`src/rtl/sensor_nivel_triplo_pkg.sv`:
```
// Shared definitions for the triple ultrasonic level sensor: FSM state codes and 50 MHz timing defaults.
// Latency: n/a (definitions only).
// Backpressure: n/a.
package sensor_nivel_triplo_pkg;

    // State codes double as the db_estado debug value
    typedef enum logic [3:0] {
        INICIAL     = 4'd0,
        PREPARA     = 4'd1,
        DISPARA     = 4'd2,
        ESPERA_ECHO = 4'd3,
        MEDE        = 4'd4,
        ARMAZENA    = 4'd5,
        GUARDA      = 4'd6,
        MEDIANA     = 4'd7,
        CONVERTE    = 4'd8,
        FIM         = 4'd9
    } estado_t;

    localparam int TRIG_CYCLES_DEF    = 500;
    localparam int CYCLES_PER_CM_DEF  = 2941;
    localparam int TIMEOUT_CYCLES_DEF = 1_500_000;
    localparam int GUARD_CYCLES_DEF   = 500_000;
    localparam int MAX_SPREAD_CM_DEF  = 10;

    function automatic logic [2:0] sensor_onehot(input logic [1:0] idx);
        return 3'b001 << idx;
    endfunction

    function automatic logic [8:0] max9(input logic [8:0] a, input logic [8:0] b);
        return (a > b) ? a : b;
    endfunction

    function automatic logic [8:0] min9(input logic [8:0] a, input logic [8:0] b);
        return (a < b) ? a : b;
    endfunction

endpackage

```
`src/rtl/sensor_nivel_triplo_bin2bcd.sv`:
```
// Sequential double-dabble: 9-bit binary to 3-digit BCD.
// Latency: done pulses 10 cycles after start (1 load + 9 shift cycles).
// Backpressure: start is ignored while busy; bcd holds until the next start.
module bin2bcd_seq (
    input  logic        clock,
    input  logic        reset,
    input  logic        start,
    input  logic [8:0]  bin,
    output logic        busy,
    output logic        done,
    output logic [11:0] bcd
);

    logic [8:0]  sh;
    logic [3:0]  cnt;
    logic [11:0] adj;

    // Add 3 to every digit >= 5 before each shift so the digit carries correctly
    always_comb begin
        adj = bcd;
        for (int k = 0; k < 3; k++) begin
            if (bcd[4*k +: 4] >= 4'd5) begin
                adj[4*k +: 4] = bcd[4*k +: 4] + 4'd3;
            end
        end
    end

    // Load on start, then shift one binary bit into the BCD digits per cycle
    always_ff @(posedge clock or negedge reset) begin
        if (!reset) begin
            sh   <= '0;
            cnt  <= '0;
            busy <= 1'b0;
            done <= 1'b0;
            bcd  <= '0;
        end else begin
            done <= 1'b0;
            if (start && !busy) begin
                sh   <= bin;
                bcd  <= '0;
                cnt  <= 4'd9;
                busy <= 1'b1;
            end else if (busy) begin
                {bcd, sh} <= {adj, sh} << 1;
                cnt       <= cnt - 4'd1;
                if (cnt == 4'd1) begin
                    busy <= 1'b0;
                    done <= 1'b1;
                end
            end
        end
    end

endmodule

```
`src/rtl/sensor_nivel_triplo.sv`:
```
// Fires three HC-SR04 sensors in turn, times each echo in cm, fuses to a median BCD distance + discard flag.
// Latency: sum of per-sensor times + 3*GUARD_CYCLES + ~12 cycles from mensurar to fim_medida.
// Backpressure: none; mensurar is ignored while a measurement is in progress.
module sensor_nivel_triplo
    import sensor_nivel_triplo_pkg::*;
#(
    parameter int TRIG_CYCLES    = TRIG_CYCLES_DEF,
    parameter int CYCLES_PER_CM  = CYCLES_PER_CM_DEF,
    parameter int TIMEOUT_CYCLES = TIMEOUT_CYCLES_DEF,
    parameter int GUARD_CYCLES   = GUARD_CYCLES_DEF,
    parameter int MAX_SPREAD_CM  = MAX_SPREAD_CM_DEF
) (
    input  logic        clock,
    input  logic        reset,
    input  logic        mensurar,
    input  logic        echo1,
    input  logic        echo2,
    input  logic        echo3,
    output logic        trigger1,
    output logic        trigger2,
    output logic        trigger3,
    output logic [11:0] distancia,
    output logic        fim_medida,
    output logic        descartar_medida,
    output logic [3:0]  db_sensor,
    output logic [3:0]  db_estado
);

    estado_t     estado;
    logic [1:0]  idx;
    logic [31:0] tmr;
    logic [31:0] presc;
    logic [8:0]  cm;
    logic [8:0]  leit0, leit1, leit2;
    logic [2:0]  vld;
    logic        medida_ok;
    logic [2:0]  trig;
    logic [2:0]  sync1, sync2;
    logic        echo_s;
    logic [8:0]  fus_bin;
    logic        desc_pend;
    logic        conv_start, conv_busy, conv_done;
    logic [11:0] conv_bcd;

    logic [8:0]  fus_val, spread, x, y;
    logic [9:0]  soma;
    logic [1:0]  n_vld;
    logic        desc_calc;

    // Two-flop synchronizer on the raw echo lines
    always_ff @(posedge clock or negedge reset) begin
        if (!reset) begin
            sync1 <= '0;
            sync2 <= '0;
        end else begin
            sync1 <= {echo3, echo2, echo1};
            sync2 <= sync1;
        end
    end

    // Only the sensor currently addressed drives the shared echo timer
    always_comb begin
        case (idx)
            2'd0:    echo_s = sync2[0];
            2'd1:    echo_s = sync2[1];
            default: echo_s = sync2[2];
        endcase
    end

    // Fusion: median of 3, mean of 2, pass-through of 1; discard on <2 valid or wide spread
    always_comb begin
        fus_val = '0;
        spread  = '0;
        x       = vld[0] ? leit0 : leit1;
        y       = vld[2] ? leit2 : leit1;
        soma    = {1'b0, x} + {1'b0, y};
        n_vld   = {1'b0, vld[0]} + {1'b0, vld[1]} + {1'b0, vld[2]};
        case (vld)
            3'b111: begin
                fus_val = max9(min9(leit0, leit1), min9(max9(leit0, leit1), leit2));
                spread  = max9(max9(leit0, leit1), leit2) - min9(min9(leit0, leit1), leit2);
            end
            3'b011, 3'b101, 3'b110: begin
                fus_val = soma[9:1];
                spread  = max9(x, y) - min9(x, y);
            end
            3'b001:  fus_val = leit0;
            3'b010:  fus_val = leit1;
            3'b100:  fus_val = leit2;
            default: fus_val = '0;
        endcase
        desc_calc = (n_vld < 2'd2) || (spread > 9'(MAX_SPREAD_CM));
    end

    // Measurement sequencer: fire, wait, time, store, guard for each sensor, then fuse and convert
    always_ff @(posedge clock or negedge reset) begin
        if (!reset) begin
            estado           <= INICIAL;
            idx              <= '0;
            tmr              <= '0;
            presc            <= '0;
            cm               <= '0;
            leit0            <= '0;
            leit1            <= '0;
            leit2            <= '0;
            vld              <= '0;
            medida_ok        <= 1'b0;
            trig             <= '0;
            fus_bin          <= '0;
            desc_pend        <= 1'b1;
            conv_start       <= 1'b0;
            distancia        <= 12'h000;
            fim_medida       <= 1'b0;
            descartar_medida <= 1'b1;
        end else begin
            fim_medida <= 1'b0;
            conv_start <= 1'b0;
            trig       <= '0;
            case (estado)
                INICIAL: begin
                    if (mensurar) estado <= PREPARA;
                end
                PREPARA: begin
                    idx    <= 2'd0;
                    vld    <= '0;
                    tmr    <= '0;
                    trig   <= sensor_onehot(2'd0);
                    estado <= DISPARA;
                end
                DISPARA: begin
                    if (tmr == 32'(TRIG_CYCLES - 1)) begin
                        tmr <= '0;
                        // An echo already high here is a stuck line, not a reading
                        if (echo_s) begin
                            medida_ok <= 1'b0;
                            estado    <= ARMAZENA;
                        end else begin
                            estado <= ESPERA_ECHO;
                        end
                    end else begin
                        tmr  <= tmr + 32'd1;
                        trig <= sensor_onehot(idx);
                    end
                end
                ESPERA_ECHO: begin
                    if (echo_s) begin
                        // The rising cycle itself counts as the first echo clock
                        tmr    <= 32'd1;
                        presc  <= 32'd1;
                        cm     <= '0;
                        estado <= MEDE;
                    end else if (tmr == 32'(TIMEOUT_CYCLES - 1)) begin
                        medida_ok <= 1'b0;
                        estado    <= ARMAZENA;
                    end else begin
                        tmr <= tmr + 32'd1;
                    end
                end
                MEDE: begin
                    if (!echo_s) begin
                        medida_ok <= 1'b1;
                        estado    <= ARMAZENA;
                    end else if (tmr >= 32'(TIMEOUT_CYCLES - 1)) begin
                        medida_ok <= 1'b0;
                        estado    <= ARMAZENA;
                    end else begin
                        tmr <= tmr + 32'd1;
                        if (presc == 32'(CYCLES_PER_CM - 1)) begin
                            presc <= '0;
                            if (cm != 9'd511) cm <= cm + 9'd1;
                        end else begin
                            presc <= presc + 32'd1;
                        end
                    end
                end
                ARMAZENA: begin
                    case (idx)
                        2'd0:    begin leit0 <= cm; vld[0] <= medida_ok; end
                        2'd1:    begin leit1 <= cm; vld[1] <= medida_ok; end
                        default: begin leit2 <= cm; vld[2] <= medida_ok; end
                    endcase
                    tmr    <= '0;
                    estado <= GUARDA;
                end
                GUARDA: begin
                    if (tmr == 32'(GUARD_CYCLES - 1)) begin
                        tmr <= '0;
                        if (idx < 2'd2) begin
                            idx    <= idx + 2'd1;
                            trig   <= sensor_onehot(idx + 2'd1);
                            estado <= DISPARA;
                        end else begin
                            estado <= MEDIANA;
                        end
                    end else begin
                        tmr <= tmr + 32'd1;
                    end
                end
                MEDIANA: begin
                    fus_bin   <= fus_val;
                    desc_pend <= desc_calc;
                    if (vld != 3'b000) begin
                        conv_start <= 1'b1;
                        estado     <= CONVERTE;
                    end else begin
                        // Nothing valid: keep the old distance, flag it unreliable
                        descartar_medida <= 1'b1;
                        fim_medida       <= 1'b1;
                        estado           <= FIM;
                    end
                end
                CONVERTE: begin
                    if (conv_done && !conv_busy) begin
                        distancia        <= conv_bcd;
                        descartar_medida <= desc_pend;
                        fim_medida       <= 1'b1;
                        estado           <= FIM;
                    end
                end
                FIM: begin
                    estado <= INICIAL;
                end
                default: estado <= INICIAL;
            endcase
        end
    end

    bin2bcd_seq u_bcd (
        .clock (clock),
        .reset (reset),
        .start (conv_start),
        .bin   (fus_bin),
        .busy  (conv_busy),
        .done  (conv_done),
        .bcd   (conv_bcd)
    );

    // Debug: the addressed sensor while a per-sensor phase is active
    always_comb begin
        db_sensor = 4'b0000;
        if (estado inside {DISPARA, ESPERA_ECHO, MEDE, ARMAZENA, GUARDA}) begin
            db_sensor = {1'b0, sensor_onehot(idx)};
        end
    end

    assign db_estado = estado;
    assign trigger1  = trig[0];
    assign trigger2  = trig[1];
    assign trigger3  = trig[2];

endmodule

```
`config.mk`:
```
export PLATFORM = sky130hd
export DESIGN_NAME = sensor_nivel_triplo
export DESIGN_NICKNAME = d
export VERILOG_FILES = /design/src/rtl/sensor_nivel_triplo_pkg.sv /design/src/rtl/sensor_nivel_triplo_bin2bcd.sv /design/src/rtl/sensor_nivel_triplo.sv
export SDC_FILE = /design/constraint.sdc
export NUM_CORES = 1
export LEC_CHECK = 0
export CORE_UTILIZATION = 45
export DETAILED_ROUTE_END_ITERATION = 12
export HOLD_SLACK_MARGIN = 0.12
export PLACE_DENSITY = 0.67
export REMOVE_ABC_BUFFERS = 1
export SLEW_MARGIN = 20
export SYNTH_ARGS = -nofsm -noshare
export SYNTH_HDL_FRONTEND = slang
export SYNTH_SLANG_ARGS = --single-unit
```
`constraint.sdc`:
```
create_clock -name clock -period 8.5 [get_ports clock]
set_clock_uncertainty 0.2 [all_clocks]
set_input_delay 1.275 -clock clock [delete_from_list [all_inputs] [get_ports clock]]
set_output_delay 1.275 -clock clock [all_outputs]
set_load 0.005 [all_outputs]
```
==> summary.txt <==
Status
  – Result of the run: finished, violations left
  – Violations in the final reports: DRC

Worst setup path
  – Standard cell with the maximum stage delay on the critical path: o21ai_0
  – Startpoint type of the worst setup path: flip-flop
  – Highest cell delay on the worst timing path: 570 ps
  – Worst R2R Path Depth: 26
  – Start-to-end type of the worst setup path: flip-flop to flip-flop
  – Critical path endpoint: desc_pend
  – Critical Path RT: 8650 ps
  – Critical path startpoint: leit1[8]
  – Capturing point of the worst reg2reg path: desc_pend
  – R2r startpoint: leit1[8]
  – Nature of the critical path endpoint: flip-flop
  – Minimum setup slack among reg-to-reg paths: 2080 ps
  – Maximum fanout count along the critical path: 22
  – Arrival time of the worst setup path: 6570 ps

Synth
  – Cell count after synthesis: 1,386
  – Mean instance size in the synthesized netlist: 8.72 µm²
  – Register bit total from synthesis: 171
  – Yosys top cell by area: dfrtp_1
  – Area fraction of the dominant cell type after synthesis: 35.0%
  – Sequential share of the synthesized area: 35.4%
  – Count of warnings emitted by yosys: 0
  – Post-synth EDFFs: 0
  – Count of distinct cell types in the synthesized netlist: 83
  – Post-Syn Area: 12,100 µm²
  – Most used DFF post-synth: dfrtp_1
  – Largest cells by area after synthesis: dfrtp_1 35%, ha_1 9.2%, mux2_2 5.0%, o21ai_0 4.7%, nand2_1 4.4%
  – Fraction of registers with async set/reset: 100%

Detailed routing
  – Residual DRC count: 1
  – Number of DRC markers in iteration 0: 809
  – Via density per instance: 5.97
  – DR WL/cell: 17.9 µm
  – Antenna viol nets, final: 0
  – Pre-antenna DRT Iters: 11
  – Detailed-route wire length: 31,000 µm
  – Total vias in the final route: 10,310

Placed design
  – I/O Buffers: 29
  – Number of cells in the design after placement: 1,697
  – Half-perimeter wire length after detailed placement: 22,500 µm
  – Routability congestion estimate from global placement: 0.989
  – Pre-CTS WS: 2190 ps
  – Cell area reported after detailed placement: 12,600 µm²

Clock network
  – TritonCTS Sinks: 171
  – Number of hold buffers added after CTS: 0
  – Clock input transition at the sequential cells of the worst setup and hold paths: 70 ps
  – Post-CTS Setup Bufs: 0
  – Count of instances resized after the clock tree is built: 0
  – Buffers from clock root to sink, at most: 2
  – H-Tree Depth: 4
  – Number of buffers added by the clock tree synthesis step: 17
  – Clk Latency, worst-skew pair: 440 ps
  – Clock root buffer master: clkbuf_16
  – TritonCTS clock tree: built

Timing
  – Normalized max-slew margin: 32.1%
  – Post-route minimum period: 6420 ps
  – Final hold violations: 0
  – Setup repair after global routing missed its margin: no
  – Final slew viol count: 0
  – Actual transition at the worst max-transition pin: 1020 ps
  – Maximum frequency from static timing analysis: 0.156 GHz
  – Final TNS setup: 0 ps
  – Slack of the critical path: 2080 ps
  – Worst hold margin: 151 ps
  – Final worst-path cycle share: 75.5%
  – # setup viols final: 0

Floorplanning
  – DIE WIDTH: 166 µm
  – Effective utilization at floorplan: 46.1%
  – Std cell rows: 59
  – Height of the die: 166 µm
  – Area of the placeable core: 26,200 µm²
  – Die ar.: 27,500 µm²
  – I/O pin cnt: 31

Layout
  – Syn-to-layout area delta: 9.00%
  – Total inserted antenna cells: 0
  – Final Net Count: 1,479
  – Most common cell after layout, fill and taps aside: dfrtp_1
  – Final instance count without filler cells: 1,728
  – Fill cell count: 2,489
  – Highest-count cells in the layout ignoring fill and taps: 169 x dfrtp_1, 141 x nand2_1, 130 x nor2_1
  – Combined flip-flop and latch cell area: 4280 µm²
  – Layout cell share with drive strength beyond 1: 8.33%
  – Utilization of the core after routing: 50.3%
  – Area used by multi-input combinational logic: 7310 µm²
  – Area of all placed cells without fillers: 13,200 µm²

Worst hold path
  – Kind of path behind the tightest hold check: flip-flop to flip-flop

Pwr
  – Switching pwr: 0.905 mW
  – Sum of internal, switching and leakage power: 2.42 mW
  – Clk network pwr share: 31.4%
  – Cell internal pwr: 1.51 mW
  – Static leakage power: 5.67 nW
  – Power density over cell area: 183 nW/µm²
  – Combinational fraction of design power: 27.0%
  – Worst IR Drop VDD: 0.132 mV
  – Reg power frac: 41.7%
  – Switching power as a share of total power: 37.5%

Global routing
  – Number of global-route vias before repair: 9,792
  – Global-route wire length before repair: 51,100 µm
  – Initial antenna violation count: 0
  – Pin count of the biggest net entering global routing: 101
  – GR Overflow Total: 0
  – GR Util All Layers: 23.0%

Run
  – Max-cap violations: 0
-- layout make-up --
| class | count | area share (%) |
|---|---|---|
| multi-input combinational | 1090 | 55.5 |
| clock buffer | 18 | 3.33 |
| sequential | 171 | 32.5 |
| inverter | 62 | 1.77 |
| clock inverter | 13 | 0.959 |
| tap | 335 | 3.18 |
| timing repair buffer | 39 | 2.78 |
-- cells by family (layout without fill, tap and decap cells) --
| logic type | after synthesis | count (layout) | share of synthesized area (%) |
|---|---|---|---|
| DFF | 171 | 171 | 35.4 |
| other | 1 | 1 | 0.0310 |
| muxes | 82 | 82 | 7.35 |
| buffers and inverters | 125 | 132 | 4.20 |
| adders and majority gates | 92 | 92 | 9.71 |
| and+or+nand+nor | 530 | 530 | 22.1 |
| AOI/OAI and AO/OA | 319 | 319 | 16.4 |
| xor gates and xnor gates | 66 | 66 | 4.78 |
-- worst max-delay path: cells and delay by family (launching register included) --
family          cells  cell delay, ps
fa+ha+maj           4            1290
buf+inv             4             590
simple gates        6             820
compound gates     12            3000
flops               1             440
-- power groups by stage --
stage               Clock (mW)  Sequential, mW  Combinational [mW]
floorplan                    0           0.988               0.433
global placement             0            1.02               0.642
detailed placement           0            1.02               0.651
CTS                      0.775            1.00               0.653
global route             0.806            1.02               0.731
finish                   0.757            1.01               0.652
-- registers in the layout, indices dropped and copies added, names as in the netlist --
name              flops
cm                    9
conv_start            1
db_estado             4
desc_pend             1
descartar_medida      1
distancia            12
fim_medida            1
fus_bin               9
idx                   2
leit0                 9
leit1                 9
leit2                 9
medida_ok             1
presc                32
sync1                 3
sync2                 3
tmr                  32
trig                  3
u_bcd.bcd            12
u_bcd.busy            1
u_bcd.cnt             4
u_bcd.done            1
u_bcd.sh              9
vld                   3
-- layer usage --
layer / wire length, µm / global-route usage, % / share of wire, % / up-vias
li1: - / - / - / 4997
met4: 580 / 7.15 / 1.9 / 0
met3: 1800 / 4.03 / 5.8 / 39
met1: 14300 / 31.4 / 46 / 4973
met2: 14300 / 37.1 / 46 / 301
met5: 0 / 0 / 0 / -
-- worst min path at each step --
stage                     startpoint  endpoint  slack, ps  cells after the start
final                       sync1[2]  sync2[2]        150                      0
after global routing        sync1[2]  sync2[2]        170                      0
after CTS                   sync1[2]  sync2[2]        150                      0
after detailed placement    sync1[2]  sync2[2]        130                      0
after global placement      sync1[2]  sync2[2]        140                      0
after floorplan             sync1[0]  sync2[0]        130                      0
-- synthesized netlist by cell type (all sizes together), types with 6 or more instances --
cell and n:
a22o 7, o211ai 6, or3 6, a211oi 7, nor2b 12, mux2i 28
a21o 11, and3 18, nor3b 8, o22ai 6, nor4b 7, nand2 141
a21oi 80, xor2 6, ha 89, nand2b 19, and2 17, clkbuf 48
o31ai 17, nor4 37, buf 15, xnor2 60, o221ai 8, a22oi 6
inv 62, dfrtp 169, o21bai 8, nand3 38, nand4 26, nor3 45
nor2 130, o21ai 115, mux2 54, o21a 12
Note: power is estimated with default switching activity, not from simulation.
